### src/rtl/spi_master.sv
// ============================================================================
// Module      : spi_master
// Description : Memory-mapped 8-bit full-duplex SPI master with a
//               programmable SCK divider, CPOL/CPHA and a software chip select.
// Revision    : 1.0 - initial release
// ============================================================================
`default_nettype none

module spi_master #(
    parameter int DIV_WIDTH = 16,
    parameter int DIV_RESET = 15
) (
    input  logic        clk,
    input  logic        rstn,
    input  logic        reg_sel,
    input  logic [3:0]  reg_addr,
    input  logic [3:0]  reg_we,
    input  logic [31:0] reg_di,
    output logic [31:0] reg_do,
    output logic        spi_sck,
    output logic        spi_mosi,
    input  logic        spi_miso,
    output logic        spi_cs_n
);

    localparam logic [0:0] ST_IDLE   = 1'b0;
    localparam logic [0:0] ST_XFER   = 1'b1;
    localparam logic [3:0] ADDR_CTRL = 4'h0;
    localparam logic [3:0] ADDR_DATA = 4'h4;
    localparam logic [3:0] ADDR_STAT = 4'h8;

    logic [0:0]           r_state;
    logic [0:0]           w_next_state;
    logic [DIV_WIDTH-1:0] r_div;
    logic                 r_cpol;
    logic                 r_cpha;
    logic                 r_cs;
    logic [DIV_WIDTH-1:0] r_half_cnt;
    logic [3:0]           r_edge_cnt;
    logic [7:0]           r_shift;
    logic                 r_sample;
    logic [7:0]           r_rx;
    logic                 r_done;
    logic                 r_ovr;
    logic                 r_sck;
    logic                 r_mosi;

    logic w_wr;
    logic w_ctrl_wr;
    logic w_data_wr;
    logic w_stat_wr;
    logic w_busy;
    logic w_edge;
    logic w_last;
    logic w_start;
    logic w_lead;
    logic w_trail;
    logic w_ovr_set;
    logic w_ctrl_en;
    logic w_unused;

    assign w_wr      = reg_sel && (reg_we != 4'd0);
    assign w_ctrl_wr = w_wr && (reg_addr == ADDR_CTRL);
    assign w_data_wr = w_wr && (reg_addr == ADDR_DATA);
    assign w_stat_wr = w_wr && (reg_addr == ADDR_STAT) && reg_we[0];
    assign w_busy    = (r_state == ST_XFER);
    assign w_edge    = w_busy && (r_half_cnt == r_div);
    assign w_last    = w_edge && (r_edge_cnt == 4'd15);
    assign w_unused  = ^{reg_di[31:19], reg_we[3]};

    // State register
    always_ff @(posedge clk) begin
        if (!rstn) r_state <= ST_IDLE;
        else       r_state <= w_next_state;
    end

    // Next-state logic
    always_comb begin
        w_next_state = r_state;
        case (r_state)
            ST_IDLE: if (w_data_wr) w_next_state = ST_XFER;
            ST_XFER: if (w_last)    w_next_state = ST_IDLE;
            default: w_next_state = ST_IDLE;
        endcase
    end

    // Edge counter is even before a leading edge, odd before a trailing one
    always_comb begin
        w_start   = (r_state == ST_IDLE) && w_data_wr;
        w_lead    = w_edge && !r_edge_cnt[0];
        w_trail   = w_edge && r_edge_cnt[0];
        w_ovr_set = w_busy && w_data_wr;
        w_ctrl_en = w_ctrl_wr && !w_busy;
    end

    always_ff @(posedge clk) begin
        if (!rstn) begin
            r_div      <= DIV_WIDTH'(DIV_RESET);
            r_cpol     <= 1'b0;
            r_cpha     <= 1'b0;
            r_cs       <= 1'b0;
            r_half_cnt <= '0;
            r_edge_cnt <= 4'd0;
            r_shift    <= 8'd0;
            r_sample   <= 1'b0;
            r_rx       <= 8'd0;
            r_sck      <= 1'b0;
            r_mosi     <= 1'b0;
        end else begin
            if (w_ctrl_en) begin
                for (int i = 0; i < DIV_WIDTH; i++) begin
                    if (reg_we[i/8]) r_div[i] <= reg_di[i];
                end
                if (reg_we[2]) begin
                    r_cpol <= reg_di[16];
                    r_cpha <= reg_di[17];
                    r_cs   <= reg_di[18];
                end
            end

            if (w_start) begin
                r_shift    <= reg_di[7:0];
                r_half_cnt <= '0;
                r_edge_cnt <= 4'd0;
                r_sck      <= r_cpol;
                if (!r_cpha) r_mosi <= reg_di[7];
            end else if (w_busy) begin
                if (w_edge) begin
                    r_half_cnt <= '0;
                    r_edge_cnt <= r_edge_cnt + 4'd1;
                    r_sck      <= ~r_sck;
                    if (w_lead) begin
                        if (r_cpha) r_mosi   <= r_shift[7];
                        else        r_sample <= spi_miso;
                    end
                    if (w_trail) begin
                        if (r_cpha) begin
                            r_shift <= {r_shift[6:0], spi_miso};
                        end else begin
                            r_shift <= {r_shift[6:0], r_sample};
                            // Keep the final data bit on MOSI once the byte ends
                            if (!w_last) r_mosi <= r_shift[6];
                        end
                    end
                    if (w_last) begin
                        r_rx  <= r_cpha ? {r_shift[6:0], spi_miso} : {r_shift[6:0], r_sample};
                        r_sck <= r_cpol;
                    end
                end else begin
                    r_half_cnt <= r_half_cnt + DIV_WIDTH'(1);
                end
            end else begin
                r_sck <= r_cpol;
            end
        end
    end

    // Status flags: a hardware set beats a same-cycle software clear
    always_ff @(posedge clk) begin
        if (!rstn) begin
            r_done <= 1'b0;
            r_ovr  <= 1'b0;
        end else begin
            if (w_last)                      r_done <= 1'b1;
            else if (w_start)                r_done <= 1'b0;
            else if (w_stat_wr && reg_di[1]) r_done <= 1'b0;

            if (w_ovr_set)                   r_ovr <= 1'b1;
            else if (w_stat_wr && reg_di[2]) r_ovr <= 1'b0;
        end
    end

    always_comb begin
        reg_do = 32'd0;
        case (reg_addr)
            ADDR_CTRL: begin
                reg_do[DIV_WIDTH-1:0] = r_div;
                reg_do[18:16]         = {r_cs, r_cpha, r_cpol};
            end
            ADDR_DATA: reg_do[7:0] = r_rx;
            ADDR_STAT: reg_do[2:0] = {r_ovr, r_done, w_busy};
            default:   reg_do = 32'd0;
        endcase
    end

    assign spi_sck  = r_sck;
    assign spi_mosi = r_mosi;
    assign spi_cs_n = ~r_cs;

endmodule

`default_nettype wire
### config.mk
export PLATFORM = sky130hd
export DESIGN_NAME = spi_master
export DESIGN_NICKNAME = d
export VERILOG_FILES = /design/src/rtl/spi_master.sv
export SDC_FILE = /design/constraint.sdc
export NUM_CORES = 1
export LEC_CHECK = 0
export CAP_MARGIN = 20
export CORE_MARGIN = 8
export CORE_UTILIZATION = 47
export CTS_BUF_LIST = sky130_fd_sc_hd__clkbuf_16
export DETAILED_ROUTE_END_ITERATION = 12
export HOLD_SLACK_MARGIN = 0.03
export PLACE_DENSITY = 0.77
export SYNTH_ARGS = -nofsm -noshare
export SYNTH_HDL_FRONTEND = slang
export SYNTH_SLANG_ARGS = --single-unit
### constraint.sdc
create_clock -name clk -period 2.1 [get_ports clk]
set_input_delay 0.42 -clock clk [delete_from_list [all_inputs] [get_ports clk]]
set_output_delay 0.42 -clock clk [all_outputs]
set_load 0.02 [all_outputs]
**Yosys cells after proc, flatten, opt, wreduce, memory -nomap -nowiden**

Index checks and enable logic that the tools add are counted.

- Register bits: 61
- Input port bits: 44
- Output and inout port bits: 35
- Word-level logic and storage cells: 91

- Add/sub/neg operators: 2
- Eq/ne operators: 6
- Mux-type cells: 30
- Bitwise operators: 6
- Reductions and logical operators: 32

Operator list:

| cell | number |
|---|---|
| two-way mux 8 bit | 4 |
| two-way mux 1 bit | 21 |
| adder 16 x 1 -> 16 bit (second input constant) | 1 |
| equality test 16 bit | 1 |
| two-way mux 16 bit | 1 |
| logical AND 1 bit | 14 |
| two-way mux 11 bit | 1 |
| case mux 5 bit (2 select lines) | 1 |
| case mux 3 bit (3 select lines) | 1 |
| equality test 4 bit (second input constant) | 2 |
| AND reduction 2 bit | 4 |
| nonzero test 2 bit | 4 |
| inverter 1 bit | 6 |
| AND reduction 3 bit | 2 |
| AND reduction 5 bit | 1 |
| adder 4 x 1 -> 4 bit (second input constant) | 1 |
| equality test 4 x 3 -> 1 bit (second input constant) | 1 |
| logical NOT 4 bit | 1 |
| AND reduction 4 bit | 1 |
| nonzero test 4 bit | 1 |
| inequality test 3 x 1 -> 1 bit (second input constant) | 1 |
| nonzero test 3 bit | 1 |
| logical NOT 1 bit | 2 |
| inequality test 2 bit (second input constant) | 1 |
| 2 further kinds | 2 |

**Depth between registers and ports, before layout**

- Depth after elaboration: 10
- Gate-level depth with buffers: 8
- Mapped depth without buffers: 7

**Worst setup path before layout**

No wires, ideal clock.

- Kind: in2out
- From: input port reg_addr[3]
- To: output port reg_do[0]
- Data arrival time: 1.489 ns
- Required time: 1.680 ns
- Setup slack: 0.191 ns
- Stages on the path: 5
- Buffers on the path: 1
- Path through: clkbuf_1 mux2i_1 nor2_1 a21oi_1 nor3_1

- Cells in the longest elaborated chain, start to end: 2
- Elaborated cells on any way between the ends: 4
- Those cells by class: eq/ne (2); mux (1); reduce/logical (1)

Ends and longest elaborated chain:

| element | line | RTL |
|---|---|---|
| start, declared | 16 | `input logic [3:0] reg_addr,` |
| equality test 4 bit (tied with other cells) | 175 | `case (reg_addr)` |
| case mux 3 bit (3 select lines) * | 175 |  |
| end, declared | 19 | `output logic [31:0] reg_do,` |

Mark *: on every way between the ends. The rest lies on a longest branch, timed or not.

**Worst setup path in the final report**

- From: input port reg_we[1]
- To: register r_shift[0]

- Cells in the longest elaborated chain, start to end: 6
- Elaborated cells on any way between the ends: 9
- Those cells by class: mux (1); reduce/logical (8)

Ends and longest elaborated chain:

| element | line | RTL |
|---|---|---|
| start, declared | 17 | `input logic [3:0] reg_we,` |
| nonzero test 4 bit * | 62 | `assign w_wr = reg_sel && (reg_we != 4'd0);` |
| logical AND 1 bit * | 62 |  |
| logical AND 1 bit * | 64 | `assign w_data_wr = w_wr && (reg_addr == ADDR_DATA);` |
| logical AND 1 bit * | 89 | `w_start = (r_state == ST_IDLE) && w_data_wr;` |
| nonzero test 2 bit (no source line) | -- |  |
| AND reduction 3 bit (no source line) | -- |  |
| end signal, assigned | 122 | `r_shift <= reg_di[7:0];` |
| end signal, assigned | 138 | `r_shift <= {r_shift[6:0], spi_miso};` |
| end signal, assigned | 140 | `r_shift <= {r_shift[6:0], r_sample};` |
| end, declared | 40 | `logic [7:0] r_shift;` |

Marks and branches as above.
A chain may end at the register's enable or synchronous reset.

==> summary.md <==
| Metric | Value |
|---|---|
| Status | `complete, no violations` |
| Worst-path maximum fanout | `18` |
| Via/cell ratio | `5.58` |
| Synth top area cells | `dfxtp_1 (40%), xnor2_1 (7.1%), nand3_1 (6.8%), a21oi_1 (6.5%), nand2_1 (5.6%)` |
| Setup Skew | `0.00633 ns` |
| Startpoint types | `input port` |
| GR Util All Layers | `17.8%` |
| Syn Inst Count | `373` |
| Hold Vio Cnt, Final | `0` |
| Vias in the first global route | `2953` |
| Mapped Area | `3090 um^2` |
| WP data required | `2.36 ns` |
| Asr flop ratio synth | `0%` |
| Clk pin slew, worst setup/hold paths | `0.05 ns` |
| First-pass GRT wire length | `13900 um` |
| Placed cell count | `515` |
| Die Ht | `97.1 um` |
| DRC | `0` |
| CP arrival | `2.30 ns` |
| Flops & latches, synth | `61` |
| Number of synthesized flops with an enable pin | `0` |
| Final worst path period need | `2.05 ns` |
| Buffers on Ports | `52` |
| Unrepaired setup endpoints after global routing | `true` |
| Power Internal | `2280 uW` |
| Post-CTS Setup Repair Bufs | `0` |
| Area fraction of the dominant cell type after synthesis | `39.5%` |
| H-Tree Depth | `3` |
| CTS tree | `done` |
| Top cells by count, synth | `dfxtp_1 (61), nand2_1 (46), nand3_1 (42)` |
| Layout cell share with drive strength beyond 1 | `17.0%` |
| DR vias | `2962` |
| Finished Core Util | `64.0%` |
| Chip width | `97.1 um` |
| Clock latency on the worst-skew pair | `0.33 ns` |
| Worst hold stages | `2` |
| WHS Endpoint | `r_rx[4]$_SDFFE_PN0P_` |
| Initial Util | `48.7%` |
| Sw Ratio | `21.2%` |
| Congestion Overflow GR | `0` |
| WHS | `0.453 ns` |
| Area leader, netlist | `dfxtp_1` |
| Max VDD drop | `0.000536 V` |
| Final net count | `495` |
| Clk pwr share | `52.2%` |
| R2r worst-path depth | `8` |
| DP Wirelength | `6300 um` |
| Routed wire length | `8500 um` |
| Maximum number of pins on one net before global-route repair | `21` |
| Sequential power share | `40.5%` |
| Pwr dens | `713 nW/um^2` |
| Syn_area_per_cell | `8.29 um^2` |
| Crit end category | `register` |
| Routed WL per cell | `16.0 um` |
| Worst R2R Setup Slack | `0.11 ns` |
| Layout area overhead | `31.4%` |
| IO Pins | `79` |
| R2R Path Start | `r_half_cnt[11]$_SDFFE_PP0P_` |
| Post-Layout Cell Count | `531` |
| HP Start | `r_rx[4]$_SDFFE_PN0P_` |
| Most frequent cell after synthesis | `dfxtp_1` |
| Leakage power figure | `0.00160 uW` |
| Root buf cell | `clkbuf_16` |
| Row cnt | `29` |
| Reg2reg end | `r_shift[1]$_SDFFE_PN0P_` |
| Final setup vio count | `0` |
| Cell variety after synth | `43` |
| DR iter-0 viols | `163` |
| Fin crit share | `97.6%` |
| Total die area | `9430 um^2` |
| DRT Pass-1 Iters | `4` |
| Core Area | `6350 um^2` |
| Sequential share of the synthesized area | `39.5%` |
| CTS Buf Count | `9` |
| Net Sw Power | `613 uW` |
| Logic pwr share | `7.2%` |
| Ant. Diodes | `0` |
| Routed Antenna Nets | `0` |
| Max-cap viol count | `0` |
| Initial antenna violation count | `0` |
| Max-slew violation count | `0` |
| Max Freq | `488 MHz` |
| Max Root-Sink Buffers | `2` |
| Post-synth top flop | `dfxtp_1` |
| Routability cong. | `0.826` |
| Clock net sink count | `61` |
| Hold WC Path Type | `reg2reg` |
| Synth Warn # | `0` |
| Crit path kind | `in2reg` |
==> critical path, cell delays in order <==
cell and delay (ns):
clkdlybuf4s50_1 0.48, or4_4 0.59, nand4_2 0.17, buf_6 0.19
nand2_1 0.09, a31o_2 0.23, o22ai_1 0.13
==> metrics by stage <==
step / total power (uW) / setup WS [ns] / TNS, ns / area, um^2
after CTS: 2910 / 0.0217 / 0 / 4150
final: 2900 / 0.0510 / 0 / 4060
after global placement: 1400 / -0.540 / -16.38 / 3820
after detailed placement: 1410 / -0.569 / -18.31 / 3820
after floorplan: 1300 / 0.191 / 0 / 3140
after global routing: 2990 / -0.00760 / -0.00760 / 4060
==> worst max path at each step <==
| stage | start | endpoint | slack [ns] | depth (start not counted) |
|---|---|---|---|---|
| floorplan | reg_addr[3] | reg_do[0] | 0.19 | 5 |
| global placement | reg_addr[1] | reg_do[6] | -0.54 | 5 |
| detailed placement | reg_addr[1] | reg_do[18] | -0.57 | 5 |
| CTS | reg_addr[0] | reg_do[5] | 0.02 | 5 |
| global route | reg_addr[3] | reg_do[2] | -0.008 | 7 |
| finish | reg_we[1] | r_shift[0]$_SDFFE_PN0P_ | 0.05 | 7 |
==> layer usage <==
layer / part of all wire (%) / track usage (%)
met5: 0 / 0
met4: 0.71 / 4.97
met3: 6.3 / 6.33
met2: 53 / 31.8
met1: 40 / 19.1
==> cell usage in the layout, fill, tap and decap left out, drive strengths merged, types with 4 or more instances in the layout <==
cell and instances:
clkdlybuf4s50 29, buf 49, xnor2 25, dfxtp 61, nor4 4, inv 9
nor3 7, nand4 10, nor2 28, o21ai 8, clkbuf 9, a21oi 40
dlygate4sd2 6, xor2 7, and2 12, a22o 5, nand2 46, nand3 45
mux2i 13, conb 13
==> sequential cells by signal, summed over array words and instances (netlist names), 4 cells and up <==
signal and cells:
r_half_cnt 16, r_edge_cnt 4, r_div 16, r_shift 8, r_rx 8
==> power by group through the flow <==
stage | Sequential, uW | Combinational, uW | Clock [uW]
after floorplan | 1200 | 109 | 0
after global placement | 1200 | 206 | 0
after detailed placement | 1200 | 208 | 0
after CTS | 1170 | 207 | 1530
after global routing | 1170 | 225 | 1590
final | 1170 | 209 | 1510
==> layout make-up <==
| class | instances | area [um^2] |
|---|---|---|
| multi-input cells | 285 | 1700 |
| clock buffers | 9 | 225 |
| inverters | 7 | 26.3 |
| repair buffers | 85 | 702 |
| well taps | 77 | 96.3 |
| flip-flops and latches | 61 | 1220 |
| fillers | 517 | 2290 |
| clock inverters | 7 | 82.6 |
==> kinds of logic (layout without fill, tap and decap cells) <==
kind of cell	count (synthesis)	after routing	share of synthesized area [%]
and+or+nand+nor	161	161	27.3
AOI/OAI and AO/OA	64	64	12.0
DFF	61	61	39.5
buffers and inverters	39	108	6.96
xor gates and xnor gates	32	32	9.07
muxes	13	13	4.21
adders and majority gates	2	2	0.810
other	1	13	0.121
==> timing repair <==
action / 4_1_cts / 5_1_grt
pin swaps: 1 / 2
hold buffers: 0 / 0
resized for setup: 58 / 22
setup endpoints to repair: 19 / 24
hold endpoints to repair: 0 / 0
(Power assumes the default switching activity.)
